<file path="src/rtl/mem_port_arbiter_pkg.sv">
// Shared constants for the two-port memory arbiter: FSM encoding, port indices
// and the round-robin pick.
package mem_port_arbiter_pkg;

  typedef enum logic [1:0] {
    IDLE   = 2'd0,
    ACCESS = 2'd1,
    WAIT   = 2'd2,
    DONE   = 2'd3
  } arb_state_e;

  localparam logic PORT0 = 1'b0;
  localparam logic PORT1 = 1'b1;

  // On a tie the port that was not granted last wins.
  function automatic logic rr_pick(input logic r0, input logic r1, input logic last);
    if (r0 && r1) return (last == PORT1) ? PORT0 : PORT1;
    return r1 ? PORT1 : PORT0;
  endfunction

endpackage

</file>
<file path="src/rtl/register_8bit.sv">
// Enable-loaded register with asynchronous clear; used for the arbiter's
// address and write-data latches.
module register_8bit #(
  parameter int WIDTH = 8
) (
  input  logic             clock,
  input  logic             aclr,
  input  logic             enable,
  input  logic [WIDTH-1:0] d,
  output logic [WIDTH-1:0] q
);

  always_ff @(posedge clock or posedge aclr) begin
    if (aclr)        q <= '0;
    else if (enable) q <= d;
  end

endmodule

</file>
<file path="src/rtl/mem_port_arbiter.sv">
// Round-robin arbiter giving two requesters access to one synchronous
// single-port memory; one access per IDLE/ACCESS/WAIT/DONE pass.
module mem_port_arbiter
  import mem_port_arbiter_pkg::*;
#(
  parameter int ADDR_W = 8,
  parameter int DATA_W = 8
) (
  input  logic              clock,
  input  logic              reset,
  input  logic              req0,
  input  logic              we0,
  input  logic [ADDR_W-1:0] addr0,
  input  logic [DATA_W-1:0] wdata0,
  output logic              ack0,
  output logic [DATA_W-1:0] rdata0,
  input  logic              req1,
  input  logic              we1,
  input  logic [ADDR_W-1:0] addr1,
  input  logic [DATA_W-1:0] wdata1,
  output logic              ack1,
  output logic [DATA_W-1:0] rdata1,
  output logic [ADDR_W-1:0] mem_addr,
  output logic [DATA_W-1:0] mem_data,
  output logic              mem_wren,
  output logic              mem_rden,
  input  logic [DATA_W-1:0] mem_q,
  output logic              busy
);

  arb_state_e        state_q, state_d;
  logic              grant, win;
  logic              we_q, idx_q, last_q;
  logic [ADDR_W-1:0] addr_d;
  logic [DATA_W-1:0] wdata_d;

  assign grant   = (state_q == IDLE) && (req0 || req1);
  assign win     = rr_pick(req0, req1, last_q);
  assign addr_d  = (win == PORT1) ? addr1  : addr0;
  assign wdata_d = (win == PORT1) ? wdata1 : wdata0;

  // The latches drive the memory bus directly, so it holds its last value
  // between accesses.
  register_8bit #(.WIDTH(ADDR_W)) u_addr_reg (
    .clock  (clock),
    .aclr   (reset),
    .enable (grant),
    .d      (addr_d),
    .q      (mem_addr)
  );

  register_8bit #(.WIDTH(DATA_W)) u_wdata_reg (
    .clock  (clock),
    .aclr   (reset),
    .enable (grant),
    .d      (wdata_d),
    .q      (mem_data)
  );

  always_ff @(posedge clock or posedge reset) begin
    if (reset) begin
      state_q <= IDLE;
      we_q    <= 1'b0;
      idx_q   <= PORT0;
      last_q  <= PORT1;
      rdata0  <= '0;
      rdata1  <= '0;
    end else begin
      state_q <= state_d;
      if (grant) begin
        we_q  <= (win == PORT1) ? we1 : we0;
        idx_q <= win;
      end
      // mem_q is valid during WAIT, one clock after ACCESS presented the address.
      if (state_q == WAIT && !we_q) begin
        if (idx_q == PORT1) rdata1 <= mem_q;
        else                rdata0 <= mem_q;
      end
      if (state_q == DONE) last_q <= idx_q;
    end
  end

  always_comb begin
    state_d = state_q;
    case (state_q)
      IDLE:    if (grant) state_d = ACCESS;
      ACCESS:  state_d = WAIT;
      WAIT:    state_d = DONE;
      DONE:    state_d = IDLE;
      default: state_d = IDLE;
    endcase
  end

  // Enables decode from the state register alone, so reset drops them at once.
  always_comb begin
    mem_wren = 1'b0;
    mem_rden = 1'b0;
    ack0     = 1'b0;
    ack1     = 1'b0;
    busy     = (state_q != IDLE);
    if (state_q == ACCESS) begin
      mem_wren = we_q;
      mem_rden = !we_q;
    end
    if (state_q == DONE) begin
      ack0 = (idx_q == PORT0);
      ack1 = (idx_q == PORT1);
    end
  end

endmodule

</file>
<file path="config.mk">
export PLATFORM = sky130hd
export DESIGN_NAME = mem_port_arbiter
export DESIGN_NICKNAME = d
export VERILOG_FILES = /design/src/rtl/mem_port_arbiter_pkg.sv /design/src/rtl/register_8bit.sv /design/src/rtl/mem_port_arbiter.sv
export SDC_FILE = /design/constraint.sdc
export NUM_CORES = 1
export LEC_CHECK = 0
export BUFFER_PORTS_ARGS = -buffer_cell sky130_fd_sc_hd__buf_2
export CAP_MARGIN = 20
export CORE_AREA = 3 3 63 65
export DETAILED_ROUTE_END_ITERATION = 7
export DIE_AREA = 0 0 66 68
export PLACE_DENSITY = 0.88
export SETUP_SLACK_MARGIN = 0.4
export SLEW_MARGIN = 20
export SYNTH_ARGS = -nofsm -noshare
export SYNTH_HDL_FRONTEND = slang
export SYNTH_SLANG_ARGS = --single-unit
export TNS_END_PERCENT = 100
</file>
<file path="constraint.sdc">
create_clock -name clock -period 4.3 [get_ports clock]
set_clock_uncertainty 0.1 [all_clocks]
set_input_delay 0.43 -clock clock [delete_from_list [all_inputs] [get_ports clock]]
set_output_delay 0.43 -clock clock [all_outputs]
set_load 0.01 [all_outputs]
</file>
==> impl_metrics.toml, run 1 <==
[run]
max_cap_viol_count = 0

[routing]
wl_um = 3789
drc = 0
routedWlPerCell_um = 13.34
vias_per_cell = 4.937
firstDrtPassIters = 4
dr_total_vias = 1402
initialDrtViolationCount = 86
detail-route-antenna-nets = 0

[global_routing]
initial_antenna_violation_count = 0
grt_usage_pct = 17.21
groute.layer.met1.usage_pct = 20.68
grt_util_met2_pct = 29.54
wire_length_of_the_first_global_routing_pass_um = 5775
grt_max_degree = 38
grt_busiest_layer = "met2"
grt_overflow_total = 0
vias_in_the_first_global_route = 1291
met3_capacity_usage_during_global_routing_pct = 5.583

[cells_and_area]
area_delta_synth_final_pct = 28.30
fillerInstances = 285
final_common_cell = "buf_2"
insertedDiodeCount = 0
final_design_area_no_fill_sq_um = 2150
drive_above_1_share_pct = 48.32
mostFrequentLayoutCells = "buf_2 (82), dfrtp_1 (36), a21oi_1 (34)"
final_util_pct = 63.42
fin_nets = 287
layout.cells.non_filler = 284

[yosys]
ys_seq_area_share_pct = 55.34
syn-num-nets = 203
yosys-top-cells-area = "dfrtp_1 (54%), mux2_2 (12%), a21oi_1 (10%), nand2_1 (4.3%), nor2_1 (4.3%)"
synth_cell_types = 20
gate_count_post_synth = 153
syn-mean-instance-area_sq_um = 10.95
synth_largest_area_cell = "dfrtp_1"
synthesis.area_sq_um = 1675
synth-warning-count = 0
yosys_register_bits = 37
synth.top_cell.area_share_pct = 53.77

[sta]
fin_hold_ws_ps = 96.78
max_slew_margin_pct = 48.79
period_needed_ps = 1886
setup_total_negative_slack_ps = 0
final-hold-violation-count = 0
achievable-frequency_mhz = 530.3
timing.final.max_slew_violations = 0
measured_slew_at_the_worst_slew_check_pin_ps = 768.0
setup_viol = 0
rsz0062_at_grt = "no"
fin_crit_sh_pct = 43.86

[critical_path]
critPathCaptureType = "output pin"
timing.critical_path.fanout_max = 6
worst_ep_required_time_ps = 3770
slowest_stage = "dfrtp_1"
critical_path.startpoint_type = "register"
critPathMaxStageDelay_ps = 410
critical_path.most_common_cell = "inv_1"
path_delay_family = "flip-flops"
timing.critical_path.buf_inv = 3
path_cells = "inv_1, ha_1, inv_1, buf_2"
arrival_ps = 1360
type_of_the_worst_setup_path = "register to output pin"

[clocking]
cts_max_level = 2
clk_pin_slew_ps = 110
cts_buffer_depth = 2
ctsHoldBuffers = 0
cts-root-buf = "clkbuf_4"
cts_setup_buffers = 0
insertion_delay_to_the_later_sink_of_the_worst_skew_pair_ps = 330
cts.sinks = 37
cts_inserted_buffers = 5
resized_gates_after_cts = 0
tritoncts = "done"

[power]
power_per_cell_area_nw_per_um2 = 700.6
static-leakage-power_nw = 1.091
peakVddDrop_mv = 0.3213

[status]
status = "finished, final reports clean"

[floorplan]
placement_rows = 21
die_width_um = 66
design.die.area_sq_um = 4488
initial_core_util_pct = 49.43
die_h_um = 68
core_region_area_sq_um = 3390
ioPinCount = 83

[placed_design]
port_buffers = 82
post-place-cells = 276
globalplace.congestion = 0.7763
place_area_sq_um = 2095
dp_hpwl_um = 2820

[worst_hold_path]
timing.hold.worst.class = "input port to async pin"
cell usage after synthesis:
cell type / number
inv_1: 4
a21boi_4: 1
ha_1: 4
a21bo_2: 1
nand2_1: 19
nor2b_1: 2
buf_6: 3
o21ai_2: 1
a31oi_1: 1
mux2_2: 18
nor3b_4: 1
dfstp_2: 1
o21ai_1: 1
dfrtp_1: 36
buf_4: 3
nand3b_2: 1
a21oi_1: 34
and2_1: 2
nor2_1: 19
o21a_1: 1
power by group:
part	total [mW]	internal (mW)	switching, mW
sequential	0.638	0.530	0.108
combinational	0.693	0.327	0.366
clock	0.175	0.0616	0.113
total	1.51	0.919	0.587
through the flow:
step,power (mW),setup WS (ps)
5_1_grt,1.629,2287
3_3_place_gp,1.319,2583
3_5_place_dp,1.348,2530
2_1_floorplan,1.093,2703
4_1_cts,1.524,2397
6_report,1.506,2414
registers in the layout (all words and copies together), names as in the netlist:
name and count:
state_q 2, we_q 1, rdata1 8, u_wdata_reg.q 8, u_addr_reg.q 8, rdata0 8
idx_q 1, last_q 1
cells by family after synthesis:
family          count (synthesis)  synth area share, %
simple gates                   44                11.80
compound gates                 40                13.52
flops                          37                55.34
mux                            18                12.10
buf+inv                        10                4.256
fa+ha+maj                       4                2.987
path summary, 6_finish.rpt:
check	depth (start not counted)	start	slack [ps]	end
max	4	state_q[0]	2410	busy
min	3	reset	100	rdata1[1]
max reg2reg	4	state_q[0]	2510	rdata0[7]
min reg2reg	1	rdata1[3]	410	rdata1[3]
max in group asynchronous	3	reset	3660	last_q
min in group clock	3	addr0[4]	210	u_addr_reg.q[4]
area by class of cell:
cell class	count	area, sq um	area share, %
sequential	37	927.1	43.13
multi-input combinational	106	676.9	31.49
clock buffer	5	37.54	1.746
inverter	4	15.01	0.6985
tap	46	57.56	2.678
clock inverter	3	17.52	0.8149
timing repair buffer	83	417.9	19.44
worst min-delay path, delay by kind of cell:
kind                   cells  cell delay [ps]
buffers and inverters      3              560
routing by layer:
metal	wire, um	share of wire [%]
met5	0	0
met4	43	1.1
met3	350	9.2
met2	1716	45
met1	1679	44
No activity file was read; power rests on OpenSTA's default activity.
==> inputs of run 2 (changes only) <==
--- a/config.mk
+++ b/config.mk
@@ -7,10 +7,10 @@
 export LEC_CHECK = 0
 export BUFFER_PORTS_ARGS = -buffer_cell sky130_fd_sc_hd__buf_2
 export CAP_MARGIN = 20
-export CORE_AREA = 3 3 63 65
+export CORE_AREA = 3 3 66 68
 export DETAILED_ROUTE_END_ITERATION = 7
-export DIE_AREA = 0 0 66 68
-export PLACE_DENSITY = 0.88
+export DIE_AREA = 0 0 69 71
+export PLACE_DENSITY = 0.82
 export SETUP_SLACK_MARGIN = 0.4
 export SLEW_MARGIN = 20
 export SYNTH_ARGS = -nofsm -noshare
==> constraint.sdc (replaced) <==
create_clock -name clock -period 2 [get_ports clock]
set_clock_uncertainty 0.1 [all_clocks]
set_input_delay 0.2 -clock clock [delete_from_list [all_inputs] [get_ports clock]]
set_output_delay 0.2 -clock clock [all_outputs]
set_load 0.01 [all_outputs]
==> run 2 against run 1 <==
Clock power rose to 3.1 times the previous value. Sequential share of layout area decreased by 3.2 points. Die area grew 9.2%. Via count up 2.9%.
==> impl_metrics.toml, run 2 (synthesis gave the netlist of run 1 again) <==
[status]
status = "finished, final reports clean"

[routing]
drc = 0
detail-route-antenna-nets = 0
routedWlPerCell_um = 12.81
dr_total_vias = 1442
vias_per_cell = 4.888
initialDrtViolationCount = 62
wl_um = 3778
firstDrtPassIters = 4

[floorplan]
core_region_area_sq_um = 3914
die_h_um = 71
design.die.area_sq_um = 4899
initial_core_util_pct = 42.81
die_width_um = 69
placement_rows = 23
ioPinCount = 83

[cells_and_area]
drive_above_1_share_pct = 52.24
insertedDiodeCount = 0
fin_nets = 294
mostFrequentLayoutCells = "buf_2 (81), dfrtp_1 (35), a21oi_1 (34)"
area_delta_synth_final_pct = 38.61
final_util_pct = 59.34
fillerInstances = 353
final_common_cell = "buf_2"

[global_routing]
wire_length_of_the_first_global_routing_pass_um = 6134
grt_usage_pct = 15.49
initial_antenna_violation_count = 0
grt_overflow_total = 0
vias_in_the_first_global_route = 1323
grt_max_degree = 38

[sta]
timing.final.max_slew_violations = 0
setup_viol = 0
setup_total_negative_slack_ps = 0
period_needed_ps = 1566
measured_slew_at_the_worst_slew_check_pin_ps = 508.2
rsz0062_at_grt = "yes"
achievable-frequency_mhz = 638.4
final-hold-violation-count = 0
max_slew_margin_pct = 65.99
fin_crit_sh_pct = 78.32

[clocking]
cts_inserted_buffers = 5
insertion_delay_to_the_later_sink_of_the_worst_skew_pair_ps = 270
cts_buffer_depth = 2
tritoncts = "done"
cts.sinks = 37
cts_max_level = 2
clk_pin_slew_ps = 70
cts-root-buf = "clkbuf_8"

[power]
peakVddDrop_mv = 0.6555
power_per_cell_area_nw_per_um2 = 1560
static-leakage-power_nw = 1.156

[critical_path]
type_of_the_worst_setup_path = "register to register"
arrival_ps = 1630
r2r_setup_slack_ps = 430
worst_ep_required_time_ps = 2060
critPathCaptureType = "register"
timing.critical_path.fanout_max = 8
critical_path.startpoint_type = "register"

[placed_design]
globalplace.congestion = 0.7220
dp_hpwl_um = 2801
port_buffers = 82

[run]
max_cap_viol_count = 0

[worst_hold_path]
timing.hold.worst.class = "input port to register"
-- run 2: repair_timing --
item                                    CTS  global route
endpoints found under the hold margin    36             0
gates cloned                              0             0
setup buffers                             1             3
pin swaps                                 0             1
gates resized for setup                   2            12
endpoints found under the setup margin   10            27
hold buffers                              1             0
-- run 2: cell type report --
type                    instances  area (sq um)  share of cell area (%)
flip-flops and latches         37         928.4                   39.98
multi-input cells             106         715.7                   30.82
repair buffers                 90         499.2                   21.50
clock buffers                   7         96.34                   4.149
well taps                      50         62.56                   2.694
inverters                       4         15.01                  0.6466
clock inverters                 1         5.005                  0.2155
-- run 2: worst paths after layout --
check,from,end,cells past startpoint
max,state_q[0],rdata0[2],5
min,addr0[5],u_addr_reg.q[5],3
max reg2reg,state_q[0],rdata0[2],5
max in group asynchronous,reset,last_q,4
min reg2reg,rdata1[6],rdata1[6],1
min in group asynchronous,reset,rdata1[3],4
-- run 2: metal layers --
metal,vias up,track usage [%],wire [um]
li1,701,-,-
met1,670,20.09,1680
met2,65,24.58,1720
met3,6,5.966,340
met4,0,3.905,36
met5,-,0,0
-- run 2: metrics by stage --
stage | hold slack [ps] | power (mW) | setup slack, ps | area, sq um | instances
floorplan | 228.9 | 2.350 | 402.6 | 1675 | 153
global placement | 226.5 | 2.866 | 324.1 | 2115 | 282
detailed placement | 223.5 | 2.927 | 220.3 | 2115 | 282
CTS | 36.43 | 3.521 | 366.5 | 2248 | 292
global route | 46.75 | 3.904 | 360.7 | 2322 | 295
finish | 49.63 | 3.623 | 433.6 | 2322 | 295
-- run 2: power breakdown --
group	switching, mW	internal [mW]	total [mW]
sequential	0.242	1.15	1.39
clock	0.236	0.311	0.547
combinational	0.841	0.847	1.69
total	1.32	2.30	3.62
-- run 2: critical path, cell delays in order, from the launching register on --
cell and delay, ps:
dfrtp_1 410, inv_2 110, ha_4 130, nor3b_4 210, buf_12 150, mux2_2 330
